### config.mk
export PLATFORM = sky130hd
export DESIGN_NAME = cache_refill_flat
export DESIGN_NICKNAME = d
export VERILOG_FILES = /design/src/rtl/cache_refill_pkg.sv /design/src/rtl/cache_refill_if.sv /design/src/rtl/sat_counter.sv /design/src/rtl/cache_refill.sv /design/src/flat_wrapper.sv
export SDC_FILE = /design/constraint.sdc
export NUM_CORES = 1
export LEC_CHECK = 0
export ABC_AREA = 1
export CORE_AREA = 4 4 181 183
export DETAILED_ROUTE_END_ITERATION = 7
export DIE_AREA = 0 0 185 187
export GPL_ROUTABILITY_DRIVEN = 0
export GPL_TIMING_DRIVEN = 0
export PLACE_DENSITY_LB_ADDON = 0.05
export SYNTH_ARGS = -nofsm -noshare
export SYNTH_HDL_FRONTEND = slang
export SYNTH_HIERARCHICAL = 1
export SYNTH_SLANG_ARGS = --single-unit
### constraint.sdc
create_clock -name clk -period 5.8 [get_ports clk]
set_clock_uncertainty 0.1 [all_clocks]
set_input_delay 0.58 -clock clk [delete_from_list [all_inputs] [get_ports clk]]
set_output_delay 0.58 -clock clk [all_outputs]
set_load 0.03 [all_outputs]
### src/rtl/cache_refill_pkg.sv
// Shared types and sizing helpers for the cache refill (miss handler) block.
package cache_refill_pkg;

   typedef enum logic [2:0] {IDLE, LOOKUP, MREQ, MWAIT, FILL, RESP} cache_refill_state_e;

   localparam int PERF_CNT_W = 32;

   // Width of the word-within-line index; never below 1 so the beat counter stays legal.
   function automatic int word_off_w(input int block_size, input int word_size);
      return (block_size / word_size > 1) ? $clog2(block_size / word_size) : 1;
   endfunction

endpackage

### src/rtl/cache_refill_if.sv
// Core request/response, cache read/write and memory ports of the refill block, bundled.
interface cache_refill_if #(
   parameter int ADDR_WIDTH = 32,
   parameter int BLOCK_SIZE = 128,
   parameter int WORD_SIZE  = 32
);
   logic                      req_valid;
   logic                      req_ready;
   logic [ADDR_WIDTH-1:0]     req_addr;
   logic                      resp_valid;
   logic                      resp_ready;
   logic [WORD_SIZE-1:0]      resp_data;
   logic [ADDR_WIDTH-1:0]     rif_addr;
   logic [BLOCK_SIZE-1:0]     rif_data;
   logic                      rif_hit;
   logic [ADDR_WIDTH-1:0]     wif_addr;
   logic [BLOCK_SIZE-1:0]     wif_data;
   logic [BLOCK_SIZE/8-1:0]   wif_we;
   logic                      mem_req_valid;
   logic                      mem_req_ready;
   logic [ADDR_WIDTH-1:0]     mem_req_addr;
   logic                      mem_resp_valid;
   logic [WORD_SIZE-1:0]      mem_resp_data;

   modport master (
      input  req_valid, req_addr, resp_ready, rif_data, rif_hit,
             mem_req_ready, mem_resp_valid, mem_resp_data,
      output req_ready, resp_valid, resp_data, rif_addr, wif_addr, wif_data, wif_we,
             mem_req_valid, mem_req_addr
   );

   modport slave (
      output req_valid, req_addr, resp_ready, rif_data, rif_hit,
             mem_req_ready, mem_resp_valid, mem_resp_data,
      input  req_ready, resp_valid, resp_data, rif_addr, wif_addr, wif_data, wif_we,
             mem_req_valid, mem_req_addr
   );

endinterface

### src/rtl/sat_counter.sv
// Saturating event counter for the refill perf statistics; present only with CACHE_REFILL_PERF_EN.
`ifdef CACHE_REFILL_PERF_EN
module sat_counter
   import cache_refill_pkg::*;
#(
   parameter int WIDTH = PERF_CNT_W
) (
   input  logic             clk,
   input  logic             rst,
   input  logic             inc,
   output logic [WIDTH-1:0] count
);

   always_ff @(posedge clk or posedge rst) begin
      if (rst) begin
         count <= '0;
      end else if (inc && (count != '1)) begin
         count <= count + 1'b1;
      end
   end

endmodule
`endif

### src/rtl/cache_refill.sv
// Cache miss handler: hit response 2 cycles after accept, miss refills the line one word at a time.
// req_ready only in IDLE, response held until resp_ready; CACHE_REFILL_PERF_EN adds hit/miss counters.
module cache_refill
   import cache_refill_pkg::*;
#(
   parameter int ADDR_WIDTH = 32,
   parameter int BLOCK_SIZE = 128,
   parameter int WORD_SIZE  = 32
) (
   input  logic                  clk,
   input  logic                  rst,
`ifdef CACHE_REFILL_PERF_EN
   output logic [PERF_CNT_W-1:0] perf_hit_cnt,
   output logic [PERF_CNT_W-1:0] perf_miss_cnt,
`endif
   cache_refill_if.master        bus
);

   localparam int WORDS    = BLOCK_SIZE / WORD_SIZE;
   localparam int BOFF     = $clog2(WORD_SIZE / 8);
   localparam int WOFF_W   = word_off_w(BLOCK_SIZE, WORD_SIZE);
   localparam int LINE_OFF = BOFF + WOFF_W;
   localparam logic [WOFF_W-1:0] BEAT_LAST = WOFF_W'(WORDS - 1);

   cache_refill_state_e                 state;
   logic [ADDR_WIDTH-1:0]               addr_q;
   logic [WORDS-1:0][WORD_SIZE-1:0]     line_q;
   logic [WOFF_W-1:0]                   beat;
   logic [WORD_SIZE-1:0]                resp_q;
   logic                                req_ready_q;
   logic                                resp_valid_q;
   logic                                mem_req_valid_q;
   logic [BLOCK_SIZE/8-1:0]             wif_we_q;

   logic [WORDS-1:0][WORD_SIZE-1:0]     rif_words;
   logic [WOFF_W-1:0]                   woff;

   assign rif_words = bus.rif_data;
   assign woff      = addr_q[BOFF +: WOFF_W];

   always_ff @(posedge clk or posedge rst) begin
      if (rst) begin
         state           <= IDLE;
         addr_q          <= '0;
         line_q          <= '0;
         beat            <= '0;
         resp_q          <= '0;
         req_ready_q     <= 1'b1;
         resp_valid_q    <= 1'b0;
         mem_req_valid_q <= 1'b0;
         wif_we_q        <= '0;
      end else begin
         case (state)
            IDLE: if (bus.req_valid) begin
               addr_q      <= bus.req_addr;
               req_ready_q <= 1'b0;
               state       <= LOOKUP;
            end
            LOOKUP: if (bus.rif_hit) begin
               resp_q       <= rif_words[woff];
               resp_valid_q <= 1'b1;
               state        <= RESP;
            end else begin
               beat            <= '0;
               mem_req_valid_q <= 1'b1;
               state           <= MREQ;
            end
            MREQ: if (bus.mem_req_ready) begin
               mem_req_valid_q <= 1'b0;
               state           <= MWAIT;
            end
            // One request in flight: the next beat is only requested once this one returns.
            MWAIT: if (bus.mem_resp_valid) begin
               line_q[beat] <= bus.mem_resp_data;
               if (beat == BEAT_LAST) begin
                  wif_we_q <= '1;
                  state    <= FILL;
               end else begin
                  beat            <= beat + 1'b1;
                  mem_req_valid_q <= 1'b1;
                  state           <= MREQ;
               end
            end
            FILL: begin
               wif_we_q     <= '0;
               resp_q       <= line_q[woff];
               resp_valid_q <= 1'b1;
               state        <= RESP;
            end
            RESP: if (bus.resp_ready) begin
               resp_valid_q <= 1'b0;
               req_ready_q  <= 1'b1;
               state        <= IDLE;
            end
            default: state <= IDLE;
         endcase
      end
   end

   assign bus.req_ready     = req_ready_q;
   assign bus.resp_valid    = resp_valid_q;
   assign bus.resp_data     = resp_q;
   assign bus.rif_addr      = addr_q;
   assign bus.wif_addr      = {addr_q[ADDR_WIDTH-1:LINE_OFF], {LINE_OFF{1'b0}}};
   assign bus.wif_data      = line_q;
   assign bus.wif_we        = wif_we_q;
   assign bus.mem_req_valid = mem_req_valid_q;
   assign bus.mem_req_addr  = {addr_q[ADDR_WIDTH-1:LINE_OFF], beat, {BOFF{1'b0}}};

`ifdef CACHE_REFILL_PERF_EN
   logic in_lookup;
   assign in_lookup = (state == LOOKUP);

   sat_counter #(.WIDTH(PERF_CNT_W)) u_hit_cnt (
      .clk   (clk),
      .rst   (rst),
      .inc   (in_lookup && bus.rif_hit),
      .count (perf_hit_cnt)
   );

   sat_counter #(.WIDTH(PERF_CNT_W)) u_miss_cnt (
      .clk   (clk),
      .rst   (rst),
      .inc   (in_lookup && !bus.rif_hit),
      .count (perf_miss_cnt)
   );
`endif

endmodule
### src/flat_wrapper.sv
// flat-port wrapper written by rule: the top's interface ports become plain ports
module cache_refill_flat import cache_refill_pkg::*;
#(
   parameter int ADDR_WIDTH = 32,
   parameter int BLOCK_SIZE = 128,
   parameter int WORD_SIZE  = 32
)
  (clk, rst, bus_req_valid, bus_req_addr, bus_resp_ready, bus_rif_data, bus_rif_hit, bus_mem_req_ready, bus_mem_resp_valid, bus_mem_resp_data, bus_req_ready, bus_resp_valid, bus_resp_data, bus_rif_addr, bus_wif_addr, bus_wif_data, bus_wif_we, bus_mem_req_valid, bus_mem_req_addr);
  cache_refill_if #(.ADDR_WIDTH(ADDR_WIDTH), .BLOCK_SIZE(BLOCK_SIZE), .WORD_SIZE(WORD_SIZE)) bus_i ();
  input  logic clk;
  input  logic rst;
  input wire logic [$bits(bus_i.req_valid)-1:0] bus_req_valid;
  input wire logic [$bits(bus_i.req_addr)-1:0] bus_req_addr;
  input wire logic [$bits(bus_i.resp_ready)-1:0] bus_resp_ready;
  input wire logic [$bits(bus_i.rif_data)-1:0] bus_rif_data;
  input wire logic [$bits(bus_i.rif_hit)-1:0] bus_rif_hit;
  input wire logic [$bits(bus_i.mem_req_ready)-1:0] bus_mem_req_ready;
  input wire logic [$bits(bus_i.mem_resp_valid)-1:0] bus_mem_resp_valid;
  input wire logic [$bits(bus_i.mem_resp_data)-1:0] bus_mem_resp_data;
  output wire logic [$bits(bus_i.req_ready)-1:0] bus_req_ready;
  output wire logic [$bits(bus_i.resp_valid)-1:0] bus_resp_valid;
  output wire logic [$bits(bus_i.resp_data)-1:0] bus_resp_data;
  output wire logic [$bits(bus_i.rif_addr)-1:0] bus_rif_addr;
  output wire logic [$bits(bus_i.wif_addr)-1:0] bus_wif_addr;
  output wire logic [$bits(bus_i.wif_data)-1:0] bus_wif_data;
  output wire logic [$bits(bus_i.wif_we)-1:0] bus_wif_we;
  output wire logic [$bits(bus_i.mem_req_valid)-1:0] bus_mem_req_valid;
  output wire logic [$bits(bus_i.mem_req_addr)-1:0] bus_mem_req_addr;
  assign bus_i.req_valid = bus_req_valid;
  assign bus_i.req_addr = bus_req_addr;
  assign bus_i.resp_ready = bus_resp_ready;
  assign bus_i.rif_data = bus_rif_data;
  assign bus_i.rif_hit = bus_rif_hit;
  assign bus_i.mem_req_ready = bus_mem_req_ready;
  assign bus_i.mem_resp_valid = bus_mem_resp_valid;
  assign bus_i.mem_resp_data = bus_mem_resp_data;
  assign bus_req_ready = bus_i.req_ready;
  assign bus_resp_valid = bus_i.resp_valid;
  assign bus_resp_data = bus_i.resp_data;
  assign bus_rif_addr = bus_i.rif_addr;
  assign bus_wif_addr = bus_i.wif_addr;
  assign bus_wif_data = bus_i.wif_data;
  assign bus_wif_we = bus_i.wif_we;
  assign bus_mem_req_valid = bus_i.mem_req_valid;
  assign bus_mem_req_addr = bus_i.mem_req_addr;
  cache_refill #(.ADDR_WIDTH(ADDR_WIDTH), .BLOCK_SIZE(BLOCK_SIZE), .WORD_SIZE(WORD_SIZE)) u_core (.clk(clk), .rst(rst), .bus(bus_i));
endmodule
==> results of run 1 <==
## worst reg2reg max path: cells and delay by family (launching register included)
kind / cells / cell delay, ns
buffers and inverters: 3 / 0.94
AO/OA/AOI/OAI: 1 / 0.33
AND/OR/NAND/NOR: 3 / 0.29
flip-flops: 1 / 0.41
## cell usage after synthesis
cell,count
nand2_1,366
o21ai_0,237
nor2_1,231
dfrtp_1,200
buf_4,86
o21ai_1,60
inv_1,43
nand3_1,36
buf_2,34
clkbuf_1,31
buf_6,9
ha_1,4
nand3_4,4
inv_2,3
nand3_2,2
nand3b_1,2
nand4_1,2
nor2_4,2
a21oi_1,1
buf_1,1
clkbuf_2,1
conb_1,1
dfstp_2,1
inv_4,1
nor3_4,1
## cell families after synthesis
kind of cell	synth area share
other	0.000361
flip-flops	0.485
adder cells (fa/ha/maj)	0.00482
AO/OA/AOI/OAI	0.144
AND/OR/NAND/NOR	0.248
buffers and inverters	0.118
## worst max-delay path by stage
stage / cells after the start / slack, ns / startpoint / endpoint
floorplan: 1 / 2.52 / rst / u_core/beat[0]
global placement: 2 / 0.67 / rst / u_core/bus.wif_data[5]
detailed placement: 5 / 3.34 / rst / u_core/bus.wif_data[37]
CTS: 2 / 2.98 / u_core/bus.wif_we[14] / bus_wif_we[11]
global route: 2 / 2.90 / u_core/bus.wif_we[14] / bus_wif_we[5]
finish: 2 / 3.02 / u_core/bus.wif_we[14] / bus_wif_we[12]
## power groups by stage
stage | Sequential [µW] | Clock (µW) | Combinational (µW)
after global routing | 2570 | 1800 | 6800
after floorplan | 3510 | 0 | 2540
after global placement | 2480 | 0 | 6330
after detailed placement | 2490 | 0 | 6370
final | 2480 | 1710 | 6370
after CTS | 2480 | 1750 | 6400
## through the flow
stage                     cell area, µm²  worst slack (ns)  total power [µW]  utilization
final                              16600              3.02             10600        0.531
after global routing               16600              2.90             11200        0.531
after CTS                          16600              2.98             10600        0.531
after detailed placement           15700              3.34              8860        0.502
after global placement             15600             0.673              8810        0.498
after floorplan                    10400              2.52              6050            -
## routing by layer
metal | vias to the layer above | wire length [µm] | global-route usage
met3 | 121 | 4080 | 0.0673
met5 | - | 0 | 0
met1 | 5277 | 19000 | 0.330
met2 | 505 | 23200 | 0.455
met4 | 0 | 2430 | 0.116
li1 | 5281 | - | -
## registers in the layout, summed over array words and instances, names as in the netlist
register,count
u_core/bus.resp_valid,1
u_core/beat,2
u_core/bus.wif_we,1
u_core/bus.resp_data,32
u_core/state,3
u_core/bus.wif_data,128
u_core/bus.mem_req_valid,1
u_core/bus.req_ready,1
u_core/bus.rif_addr,32
## cell type report
type | instances | area (µm²) | area share
sequential | 201 | 5030 | 0.304
timing repair buffer | 471 | 4760 | 0.287
multi-input combinational | 954 | 4140 | 0.250
buffer | 162 | 1040 | 0.0629
clock buffer | 33 | 716 | 0.0432
tap | 402 | 503 | 0.0303
clock inverter | 12 | 194 | 0.0117
inverter | 47 | 183 | 0.0110
==> impl_metrics.yaml, run 1 <==
route:
  via_per_inst: 4.90
  drc: 0
  antenna_left: 0
  routed_wl_um: 48800
  wire_per_inst_um: 21.4
  via_count: 11184
  first_iter_violations: 787
  firstDrtPassIters: 6
die:
  core_um2: 31200
  num_io_pins: 474
  initial_core_util: 0.332
  die_h_um: 187
  die_w_um: 185
  die_area_um2: 34600
  rows: 65
worst_setup_path:
  worstPathMaxFanout: 17
  cp.arrival_ns: 2.10
  reg2reg_to: "u_core/bus.resp_data[2]"
  start_kind: "flop"
  crit_chain: "buf_4 > clkdlybuf4s50_1"
  timing.rr.start: "u_core/bus.rif_addr[2]"
  rrSetupSlack_ns: 3.66
  critPathKind: "reg2out"
  critPathRequiredTime_ns: 5.12
  path_buf_inv: 2
  crit_slowest_cell: "dfrtp_1"
  r2r_cells: 7
  cpPeakStageDelay_ns: 0.71
  crit_family: "buffers and inverters"
  critPathCaptureType: "output pin"
cells_and_area:
  fill_cells: 3065
  layout-drive-gt1-share: 0.103
  final_cells: 2282
  nNetsFinal: 2065
  area_delta_synth_final_pct: 59.8
  final_cell_mix: "clkdlybuf4s50_1, nand2_1, o21ai_0, nor2_1, dfrtp_1"
  final_common_cell: "clkdlybuf4s50_1"
  num_antenna_cells: 0
cts:
  clock-root-buffer: "clkbuf_16"
  cts_hold_buffers: 0
  cts_buffers: 25
  h-tree-depth: 1
  cts_resized: 0
  cts_tree: "done"
  clk_path_buf_depth: 3
  cts.clk_slew.worst_paths_ns: 0.06
  clk_latency_ns: 0.51
  clkSinkCount: 201
  postCtsSetupBuffers: 0
sta:
  whs_ns: 0.379
  worst_pin_slew_ns: 0.928
  rsz0062_at_grt: "no"
  finalMaxSlewViolations: 0
  fmax_ghz: 0.359
  fin_crit_ns: 2.78
  setup_violations: 0
  hold_viol: 0
  relSlewSlack: 0.382
  period_share: 0.480
  finalSetupTns_ns: 0
worst_hold_path:
  hp-start: "u_core/bus.mem_req_valid"
  whs_path_depth: 2
  min-delay-path-class: "reg2reg"
  hold_end: "u_core/bus.mem_req_valid"
pwr:
  ir_drop_mv: 0.353
  p_sw_uw: 5020
  comb_power_share: 0.603
  power_frac_clock: 0.162
  power.density_nw_per_um2: 637
  p_seq_frac: 0.235
  switching_share: 0.476
  p_leak_uw: 0.00758
  intPower_uw: 5540
synthesis:
  yosysUniqueCellTypes: 25
  ys_ff_latch: 201
  syn_avg_cell_area_um2: 7.63
  netlist.area_leader.share: 0.482
  yosys.area.top_type: "dfrtp_1"
  yosys-top-cells-area: "dfrtp_1, nand2_1, o21ai_0"
  ys_warn_count: 6
  synth_area_um2: 10400
  synthCells: 1359
  yosysSeqAreaShare: 0.485
global_routing:
  overflow: 0
  antenna_found_initial: 1
  grtUsageTotal: 0.271
  grt_pass1_vias: 11272
  grt_first_pass_wirelength_um: 71200
  grt_max_degree: 38
place:
  portBuffers: 466
  dp.cells: 2237
  hpwl_um: 36300
flow_run:
  drv_cap: 0
run_status:
  outcome: "finished, final reports clean"
No activity file was read; power rests on OpenSTA's default activity.
==> run 2, diff against run 1 <==
==> constraint.sdc (replaced) <==
create_clock -name clk -period 2.3 [get_ports clk]
set_clock_uncertainty 0.1 [all_clocks]
set_input_delay 0.23 -clock clk [delete_from_list [all_inputs] [get_ports clk]]
set_output_delay 0.23 -clock clk [all_outputs]
set_load 0.03 [all_outputs]
==> run 2 against run 1 <==
Net effect: sequential power grew to 2.5 times the previous value; clock power grew to 2.5 times the previous value; critical path depth stayed put; worst setup slack worse by 2.9 ns; first-iteration DRC count is 5.3% lower; count of clock-buffer cells in the layout stayed put; total power grew to 2.5 times the previous value; sequential cell count stayed put.
==> impl_metrics.yaml, run 2 (synthesis gave the netlist of run 1 again) <==
cells_and_area:
  final_cell_mix: "clkdlybuf4s50_1, nand2_1, o21ai_0, nor2_1, dfrtp_1"
  final_common_cell: "clkdlybuf4s50_1"
  area_delta_synth_final_pct: 59.9
  largest_reg_flops: 128
  num_antenna_cells: 0
  nNetsFinal: 2065
  layout-drive-gt1-share: 0.104
sta:
  fmax_ghz: 0.456
  worst_pin_slew_ns: 0.927
  setup_violations: 0
  layout_setup_ws_ns: 0.108
  period_share: 0.953
  rsz0062_at_grt: "no"
  relSlewSlack: 0.382
  fin_crit_ns: 2.19
  whs_ns: 0.104
  hold_viol: 0
  finalMaxSlewViolations: 0
run_status:
  outcome: "finished, final reports clean"
worst_setup_path:
  start_kind: "flop"
  critPathRequiredTime_ns: 1.97
  critPathKind: "reg2out"
  timing.rr.start: "u_core/bus.rif_addr[2]"
  crit_slowest_cell: "clkdlybuf4s50_1"
  reg2reg_to: "u_core/bus.resp_data[18]"
  critPathCaptureType: "output pin"
  crit_chain: "buf_4 > clkdlybuf4s50_1"
  cp.arrival_ns: 1.86
  cpPeakStageDelay_ns: 0.67
  r2r_cells: 7
  worstPathMaxFanout: 17
  rrSetupSlack_ns: 0.22
cts:
  clkSinkCount: 201
  h-tree-depth: 1
  clk_path_buf_depth: 3
  cts_buffers: 25
  cts_hold_buffers: 0
  clock-root-buffer: "clkbuf_16"
  cts.clk_slew.worst_paths_ns: 0.06
  clk_latency_ns: 0.51
  cts_tree: "done"
route:
  via_per_inst: 4.92
  firstDrtPassIters: 7
  routed_wl_um: 48800
  drc: 0
  first_iter_violations: 745
  via_count: 11217
  wire_per_inst_um: 21.4
  antenna_left: 0
global_routing:
  overflow: 0
  antenna_found_initial: 1
  grt_pass1_vias: 11272
  grt_first_pass_wirelength_um: 71200
  grtUsageTotal: 0.271
  grt_max_degree: 38
pwr:
  comb_power_share: 0.603
  power_frac_clock: 0.162
  power.density_nw_per_um2: 1610
  p_sw_uw: 12700
  finalPower_uw: 26600
  ir_drop_mv: 0.891
  p_leak_uw: 0.00759
  intPower_uw: 14000
  p_seq_frac: 0.235
  switching_share: 0.475
die:
  rows: 65
  die_h_um: 187
  die_area_um2: 34600
  num_io_pins: 474
  initial_core_util: 0.332
  core_um2: 31200
  die_w_um: 185
worst_hold_path:
  min-delay-path-class: "in2async"
place:
  portBuffers: 466
  hpwl_um: 36300
  dp_slack_ns: 0.151
flow_run:
  drv_cap: 0
[run 2: power groups by stage]
stage | combinational (µW) | sequential [µW] | clock, µW
after global routing | 17200 | 6490 | 4550
after floorplan | 6400 | 8860 | 0
after global placement | 16000 | 6260 | 0
final | 16100 | 6260 | 4330
after CTS | 16100 | 6250 | 4410
after detailed placement | 16100 | 6280 | 0
[run 2: per-stage QoR]
step	instances	TNS [ns]	area, µm²	utilization
2_1_floorplan	1364	-126.30	10400	-
3_3_place_gp	2232	-492.97	15600	0.498
3_5_place_dp	2237	0	15700	0.502
4_1_cts	2282	0	16600	0.531
5_1_grt	2282	0	16600	0.531
6_report	2282	0	16600	0.531
[run 2: how the worst max path moves through the flow]
stage	from	end	slack, ns	cells after the start
floorplan	rst	u_core/beat[0]	-0.63	1
global placement	rst	u_core/bus.wif_data[5]	-2.48	2
detailed placement	u_core/bus.rif_addr[2]	u_core/bus.resp_data[2]	0.15	7
CTS	u_core/bus.wif_we[14]	bus_wif_we[11]	0.02	2
global route	u_core/bus.rif_addr[2]	u_core/bus.resp_data[30]	0.03	7
finish	u_core/bus.wif_we[14]	bus_wif_we[12]	0.11	2
[run 2: what timing repair did]
| action | in CTS | in global routing |
|---|---|---|
| endpoints found under the setup margin | 16 | 17 |
| gates resized for setup | 1 | 7 |
| buffers inserted | 0 | 0 |
[run 2: final cells by class]
cell class              instances  area [µm²]
inverters                      47         183
fillers                      3068       14600
repair buffers                471        4760
well taps                     402         503
clock buffers                  33         716
clock inverters                12         194
multi-input cells             954        4140
flip-flops and latches        201        5030
plain buffers                 162        1050
[run 2: critical path, delay by kind of cell (launching register included)]
| kind | cells | cell delay (ns) |
|---|---|---|
| flip-flops | 1 | 0.54 |
| buffers and inverters | 2 | 0.81 |
[run 2: metal layers]
metal	GRT usage	up-vias	share of wire
li1	-	5278	-
met1	0.330	5299	0.39
met2	0.455	521	0.48
met3	0.0673	119	0.088
met4	0.116	0	0.049
met5	0	-	0
